**src/rtl/rv_defs.sv**
```systemverilog
// Shared RV32I definitions: opcode constants, the canonical NOP and the fetch
// state encoding used by the fetch stage.
package rv_defs;

  // Major opcodes (bits [6:0]); decode and immediate extension use these too.
  localparam logic [6:0] OP_LUI    = 7'b0110111;
  localparam logic [6:0] OP_AUIPC  = 7'b0010111;
  localparam logic [6:0] OP_JAL    = 7'b1101111;
  localparam logic [6:0] OP_JALR   = 7'b1100111;
  localparam logic [6:0] OP_BRANCH = 7'b1100011;
  localparam logic [6:0] OP_LOAD   = 7'b0000011;
  localparam logic [6:0] OP_STORE  = 7'b0100011;
  localparam logic [6:0] OP_IMM    = 7'b0010011;
  localparam logic [6:0] OP_REG    = 7'b0110011;
  localparam logic [6:0] OP_SYSTEM = 7'b1110011;

  // addi x0,x0,0 -- the IR value whenever nothing valid is held.
  localparam logic [31:0] RV_NOP_INSTR = 32'h0000_0013;

  // Fetch state machine encoding.
  typedef enum logic [1:0] {
    FS_FETCH = 2'd0,
    FS_HOLD  = 2'd1,
    FS_DRAIN = 2'd2,
    FS_HALT  = 2'd3
  } fetch_state_e;

endpackage

```
**src/rtl/instr_fetch.sv**
```systemverilog
// RV32I fetch stage: owns the PC, reads instruction words over a req/ack
// handshake (one outstanding request, no overlap) and holds the result in the
// IR for decode. Redirects from execute replace the PC; a misaligned redirect
// halts fetch until reset.
module instr_fetch
  import rv_defs::*;
#(
  parameter logic [31:0] RESET_PC  = 32'h0000_0000,
  parameter logic [31:0] NOP_INSTR = RV_NOP_INSTR
) (
  input  logic        clk,
  input  logic        rst,
  output logic        mem_req,
  output logic [31:0] mem_addr,
  input  logic [31:0] mem_rdata,
  input  logic        mem_ack,
  input  logic        stall,
  input  logic        redirect_valid,
  input  logic [31:0] redirect_pc,
  output logic        instr_valid,
  output logic [31:0] instr,
  output logic [31:0] instr_pc,
  output logic        fault
);

  fetch_state_e state_q, state_d;
  logic [31:0]  pc_q, pc_d;
  logic [31:0]  req_addr_q, req_addr_d;
  logic [31:0]  ir_q, ir_d;
  logic [31:0]  instr_pc_q, instr_pc_d;
  logic         valid_q, valid_d;
  logic         fault_q, fault_d;

  logic redir_ok;
  logic redir_bad;

  assign redir_ok  = redirect_valid && (redirect_pc[1:0] == 2'b00);
  assign redir_bad = redirect_valid && (redirect_pc[1:0] != 2'b00);

  // Request side decodes from state; a request pending in DRAIN keeps its address.
  always_comb begin
    mem_req  = !rst && ((state_q == FS_FETCH) || (state_q == FS_DRAIN));
    mem_addr = req_addr_q;
  end

  assign instr_valid = valid_q;
  assign instr       = ir_q;
  assign instr_pc    = instr_pc_q;
  assign fault       = fault_q;

  // Next-state and datapath update; every target holds its value by default.
  always_comb begin
    state_d    = state_q;
    pc_d       = pc_q;
    req_addr_d = req_addr_q;
    ir_d       = ir_q;
    instr_pc_d = instr_pc_q;
    valid_d    = valid_q;
    fault_d    = fault_q;

    if (state_q != FS_HALT && redir_bad) begin
      // Misaligned target: flush and stop; any pending ack is simply ignored.
      fault_d = 1'b1;
      valid_d = 1'b0;
      ir_d    = NOP_INSTR;
      state_d = FS_HALT;
    end else begin
      unique case (state_q)
        FS_FETCH: begin
          if (redir_ok) begin
            pc_d    = redirect_pc;
            valid_d = 1'b0;
            ir_d    = NOP_INSTR;
            if (mem_ack) begin
              // Response to the stale address is dropped; refetch from the target.
              req_addr_d = redirect_pc;
            end else begin
              state_d = FS_DRAIN;
            end
          end else if (mem_ack) begin
            ir_d       = mem_rdata;
            instr_pc_d = req_addr_q;
            pc_d       = req_addr_q + 32'd4;
            valid_d    = 1'b1;
            state_d    = FS_HOLD;
          end
        end
        FS_HOLD: begin
          if (redir_ok) begin
            // Flush wins over stall.
            pc_d       = redirect_pc;
            req_addr_d = redirect_pc;
            valid_d    = 1'b0;
            ir_d       = NOP_INSTR;
            state_d    = FS_FETCH;
          end else if (!stall) begin
            valid_d    = 1'b0;
            ir_d       = NOP_INSTR;
            req_addr_d = pc_q;
            state_d    = FS_FETCH;
          end
        end
        FS_DRAIN: begin
          // Newest redirect target wins; the old request must still complete.
          if (redir_ok) begin
            pc_d = redirect_pc;
          end
          if (mem_ack) begin
            // An ack that coincides with a redirect retires the old request,
            // so fetch resumes directly at the newest target.
            req_addr_d = redir_ok ? redirect_pc : pc_q;
            state_d    = FS_FETCH;
          end
        end
        FS_HALT: begin
          valid_d = 1'b0;
        end
        default: begin
          state_d = FS_HALT;
        end
      endcase
    end
  end

  // State and datapath registers with synchronous reset.
  always_ff @(posedge clk) begin
    if (rst) begin
      state_q    <= FS_FETCH;
      pc_q       <= RESET_PC;
      req_addr_q <= RESET_PC;
      ir_q       <= NOP_INSTR;
      instr_pc_q <= 32'h0000_0000;
      valid_q    <= 1'b0;
      fault_q    <= 1'b0;
    end else begin
      state_q    <= state_d;
      pc_q       <= pc_d;
      req_addr_q <= req_addr_d;
      ir_q       <= ir_d;
      instr_pc_q <= instr_pc_d;
      valid_q    <= valid_d;
      fault_q    <= fault_d;
    end
  end

endmodule

```
**config.mk**
```make
export PLATFORM = sky130hd
export DESIGN_NAME = instr_fetch
export DESIGN_NICKNAME = d
export VERILOG_FILES = /design/src/rtl/rv_defs.sv /design/src/rtl/instr_fetch.sv
export SDC_FILE = /design/constraint.sdc
export NUM_CORES = 1
export LEC_CHECK = 0
export BUFFER_PORTS_ARGS = -buffer_cell sky130_fd_sc_hd__buf_2
export CORE_AREA = 4 4 121 123
export CTS_BUF_LIST = sky130_fd_sc_hd__clkbuf_2 sky130_fd_sc_hd__clkbuf_4 sky130_fd_sc_hd__clkbuf_8
export CTS_CLUSTER_SIZE = 25
export DETAILED_ROUTE_END_ITERATION = 10
export DIE_AREA = 0 0 125 127
export PLACE_DENSITY = 0.7
export SYNTH_ARGS = -nofsm -noshare
export SYNTH_HDL_FRONTEND = slang
export SYNTH_SLANG_ARGS = --single-unit
```
**constraint.sdc**
```tcl
create_clock -name clk -period 5.7 [get_ports clk]
set_input_delay 0.855 -clock clk [delete_from_list [all_inputs] [get_ports clk]]
set_output_delay 0.855 -clock clk [all_outputs]
set_load 0.05 [all_outputs]
```
Yosys cells after proc, flatten, opt, wreduce, memory -nomap -nowiden:

Cells that the tools add are included.

* add/sub/neg operators: 1
* multiply operators: 0
* div/mod/pow operators: 0
* $lt $le $gt $ge: 0
* eq/ne operators: 13
* shifts and indexed selects: 0
* mux-type cells: 28
* bitwise operators: 2
* reduce and logical (&&, ||, !) cells: 22

Operator list (number)
* 32-bit 2-to-1 mux: 12
* 32-bit one-hot mux with 2 select lines: 2
* 32-bit one-hot mux with 3 select lines: 1
* 32-bit by 3-bit adder with 32-bit output, second input constant: 1
* 2-bit 2-to-1 mux: 7
* 3-bit AND reduction: 3
* 2-bit inequality test, second input constant: 4
* 4-bit by 3-bit inequality test with 1-bit output, second input constant: 2
* 3-bit inequality test, second input constant: 2
* 2-bit one-hot mux with 3 select lines: 1
* 6-bit AND reduction: 1
* 2-bit nonzero test: 3
* 3-bit nonzero test: 2
* 5-bit AND reduction: 1
* 2-bit == test, second input constant: 2
* 1-bit logical AND: 4
* 2-bit zero test: 2
* 1-bit 2-to-1 mux: 4
* 4-bit inequality test, second input constant: 1
* 4-bit AND reduction: 1
* 4-bit nonzero test: 1
* 2-bit OR reduction: 2
* 3-bit by 2-bit inequality test with 1-bit output, second input constant: 1
* 1-bit one-hot mux with 3 select lines: 1
* 4 further kinds: 5

* register bits after elaboration: 132
* latch bits: 0
* RAM bits: 0
* ROM bits: 0
* logic and storage cells: 73
* memories: 0

Longest topological paths before layout:

* word-level depth: 5
* gate-level depth with buffers: 9

Worst setup path after synthesis:

Ideal clock, no wire load.

* kind: input to output
* start point: in rst
* end point: out mem_req
* data arrival time: 1.911 ns
* path slack: 2.934 ns
* cell stages on the path: 3
* cell sequence: clkbuf_1 clkbuf_1 nor2_1

* cells in the longest elaborated chain, start to end: 2

RTL lines
* start, declared: line instr_fetch.sv:12 `input logic rst,`
* 1-bit zero test: line instr_fetch.sv:42 `mem_req = !rst && ((state_q == FS_FETCH) || (state_q == FS_DRAIN));`
* 1-bit logical AND: line instr_fetch.sv:42
* end, declared: line instr_fetch.sv:13 `output logic mem_req,`

No other way between the ends.

Worst setup path in the final report:

* start point: reg state_q[0]
* end point: reg pc_q[14]

* cells in the longest elaborated chain, start to end: 4
* elaborated cells between the ends (all ways): 11

RTL lines
* start, declared: line instr_fetch.sv:26 `fetch_state_e state_q, state_d;`
* start signal, assigned: line instr_fetch.sv:136 `state_q <= state_d;`
* 2-bit == test (tied with other cells): line instr_fetch.sv:68 `unique case (state_q)`
* 2-bit OR reduction (no line) or 1-bit logical AND (tied branches)
* 2-bit nonzero test (no line) or 1-bit NOT (tied branches)
* 3-bit AND reduction (no line)
* end signal, assigned: line instr_fetch.sv:137 `pc_q <= pc_d;`
* end, declared: line instr_fetch.sv:27 `logic [31:0] pc_q, pc_d;`

Parallel ways exist; a longest one is shown, timed or not.
A chain may end at the register's enable or synchronous reset.

==> run metrics <==
status=finished clean; clock root buffer=clkbuf_8; largest net degree at the start of global routing=74; pwr dens=around 570 mW/mm^2; via count=between 5000 and 6000; post-CTS setup buffers=0; r2r worst-path depth=7; Seq/Total Area, Yosys=43.9%; max-slew violation count=0; Final Core Density=between 50% and 60%; Chip Width=125 um; commonest non-fill, non-tap cells in the layout=nand2_1 (173), buf_2 (166), dfxtp_1 (132); Period minus WS final=a little over 3 ns; crit path DAT=roughly 3.3 ns; Synth Net Count=about 840; total clock sinks=approximately 130; worst reg2reg endpoint=pc_q[14]; share of cells above drive strength 1=between 20% and 30%; Syn Area/Cell=around 8 um^2; # setup viols final=0; reg2reg setup slack=about 2.7 ns; Routed Antenna Nets=0; Pleak=between 2 and 3 nW; maximum level of the CTS H-tree=4; Synth cell types=between 40 and 50; worst skew pair latency=around 0.44 ns; Pwr Total=around 4.2 mW; vias in the first global route=5582; Buf/Inv on CP=1; hold_buf cts=0; vias per cell=approximately 5.4; Post-DP Area=between 0.006 and 0.007 mm^2; grt ovf=0; routed length per instance=about 16 um; initial DRC count=447; Rel. slew slack=20.2%; YS warnings=0; Core Area=roughly 0.014 mm^2; crit-path max cell delay=0.74 ns; Max Cap Violations=0; RePlAce Congestion=0.791; number of diodes=0; area share of the largest cell type after synthesis=a little over two fifths; Worst Skew=slightly above 0.008 ns; Nets=about 1000; Clk pin slew, worst setup/hold paths=roughly 0.07 ns; WP data required=approximately 6 ns; Crit Reg-Reg Startpoint=state_q[0]; Yosys reg bits=about 130; die footprint=between 0.015 and 0.02 mm^2; hold endpoint=instr[20]; most common cell after layout, fill and taps aside=nand2_1; Hold WC Path Type=reg2reg; Post-Synthesis Cells=roughly 770; I/O pins=about 170; Die Y-Extent=between 100 and 150 um; crit path max-delay cell type=or4b_2; final WL=~17000 um; Hold Slack=approximately 0.45 ns; Cell Area, Synth=around 0.006 mm^2; Design Area, Final=around 0.0073 mm^2; cts bufs inserted=17; Clock Path Buffers=2; initial antenna violation count=0; CTS tree=yes; CP Launch Type=flop; worst-path cell chain=ha_1 -> or4b_2 -> o21ai_2 -> buf_4 -> nand2_1 -> a222oi_1 -> nor2_1; Detail Placement HPWL=around 12000 um; kind of cell adding the most delay to the critical path=simple AND/OR/NAND/NOR gates; largest cells by area after synthesis=dfxtp_1 (44%), nand2_1 (11%), a21oi_1 (6.1%); pin slew with the least headroom to its limit=between 1 and 1.5 ns; TNS Setup=0 ns; Initial Utilization=between 40% and 50%; Port Buffers=approximately 170; # resized after CTS=0; worst vdd ir=0.269 mV; period utilization=a little over half; first drt pass iteration count=5; fmax=332 MHz; min-delay src=instr[20]; DRC=0; Synth-to-Final Area Change=22.0%; Rows=43; Setup CP Type=reg2reg; area leader, netlist=dfxtp_1; crit-path max FO=32; RSZ-0062 raised after global routing=false; final hold viol count=0; first-pass GRT wire length=between 20000 and 30000 um; gr usage total=between 20% and 30%; Worst Hold Depth=2; CP endpoint kind=flop
[stage by stage]
step                worst slack, ns  cells
floorplan                      2.93    768
finish                         2.68   1092
global route                   2.43   1092
CTS                            2.70   1092
detailed placement             2.37   1063
global placement               2.44   1063
[state kept, by name, indices dropped and copies added, names as in the netlist]
| name | count |
|---|---|
| pc_q | 32 |
| instr | 32 |
| instr_valid | 1 |
| instr_pc | 32 |
| mem_addr | 32 |
| state_q | 2 |
| fault | 1 |
[per-layer routing]
layer	vias up	GRT usage (%)	wire length, um
met4	0	6.38	189
met1	2773	29.2	8080
li1	2971	-	-
met3	17	5.18	1040
met5	-	0	0
met2	182	34.7	8180
[Yosys cell counts, drive strengths merged]
master,n
a211oi,6
and4,2
nand3,43
or4b,1
o31ai,1
inv,10
nor2b,3
nor3,11
a211o,1
or3b,1
or4,1
xor2,13
ha,7
o21ai,25
o21a,1
or3,4
nor3b,3
and2,1
xnor2,12
a222oi,4
nor4,9
a31oi,2
clkbuf,50
or2,4
nand2b,4
nand3b,1
o21bai,1
o22ai,16
a22oi,17
buf,12
and3,4
a221o,1
a311oi,32
o211ai,2
nand4,8
a221oi,7
nor4b,2
dfxtp,132
nand2,173
nor2,68
a21oi,73
[worst max-delay path by stage]
stage | endpoint | from | cells past startpoint | slack [ns]
4_1_cts | pc_q[12] | state_q[0] | 7 | 2.70
6_report | pc_q[14] | state_q[0] | 7 | 2.68
5_1_grt | pc_q[12] | state_q[1] | 7 | 2.43
3_3_place_gp | pc_q[14] | redirect_pc[1] | 7 | 2.44
3_5_place_dp | pc_q[14] | redirect_pc[1] | 7 | 2.37
2_1_floorplan | mem_req | rst | 3 | 2.93
[tightest hold or removal path: cells and delay by family, from the launching register on]
kind / cells / cell delay, ns
DFF: 1 / 0.31
and+or+nand+nor: 1 / 0.05
AOI/OAI and AO/OA: 1 / 0.05
[layout make-up]
type                       count  area [um^2]
tap                          180          225
fill                        1351         6330
clock inverter                 3         65.1
sequential                   132         2640
inverter                      10         37.5
clock buffer                  26          352
multi-input combinational    564         3100
timing repair buffer         177          913
[power breakdown]
group	internal, mW	total [mW]	leakage [nW]	switching, mW
sequential	1.14	1.42	1.08	0.274
combinational	0.519	1.96	1.65	1.44
clock	0.480	0.817	0.217	0.337
total	2.14	4.19	2.94	2.05
[cell families (layout without fill, tap and decap cells)]
kind of cell	count (synthesis)	count (layout)	share of synthesized area, %
AO/OA/AOI/OAI	189	189	20.2
XOR/XNOR	25	25	3.64
adder cells (fa/ha/maj)	7	7	1.46
buffers and inverters	72	216	4.74
flip-flops	132	132	43.9
AND/OR/NAND/NOR	343	343	26.0
(Power assumes the default switching activity.)
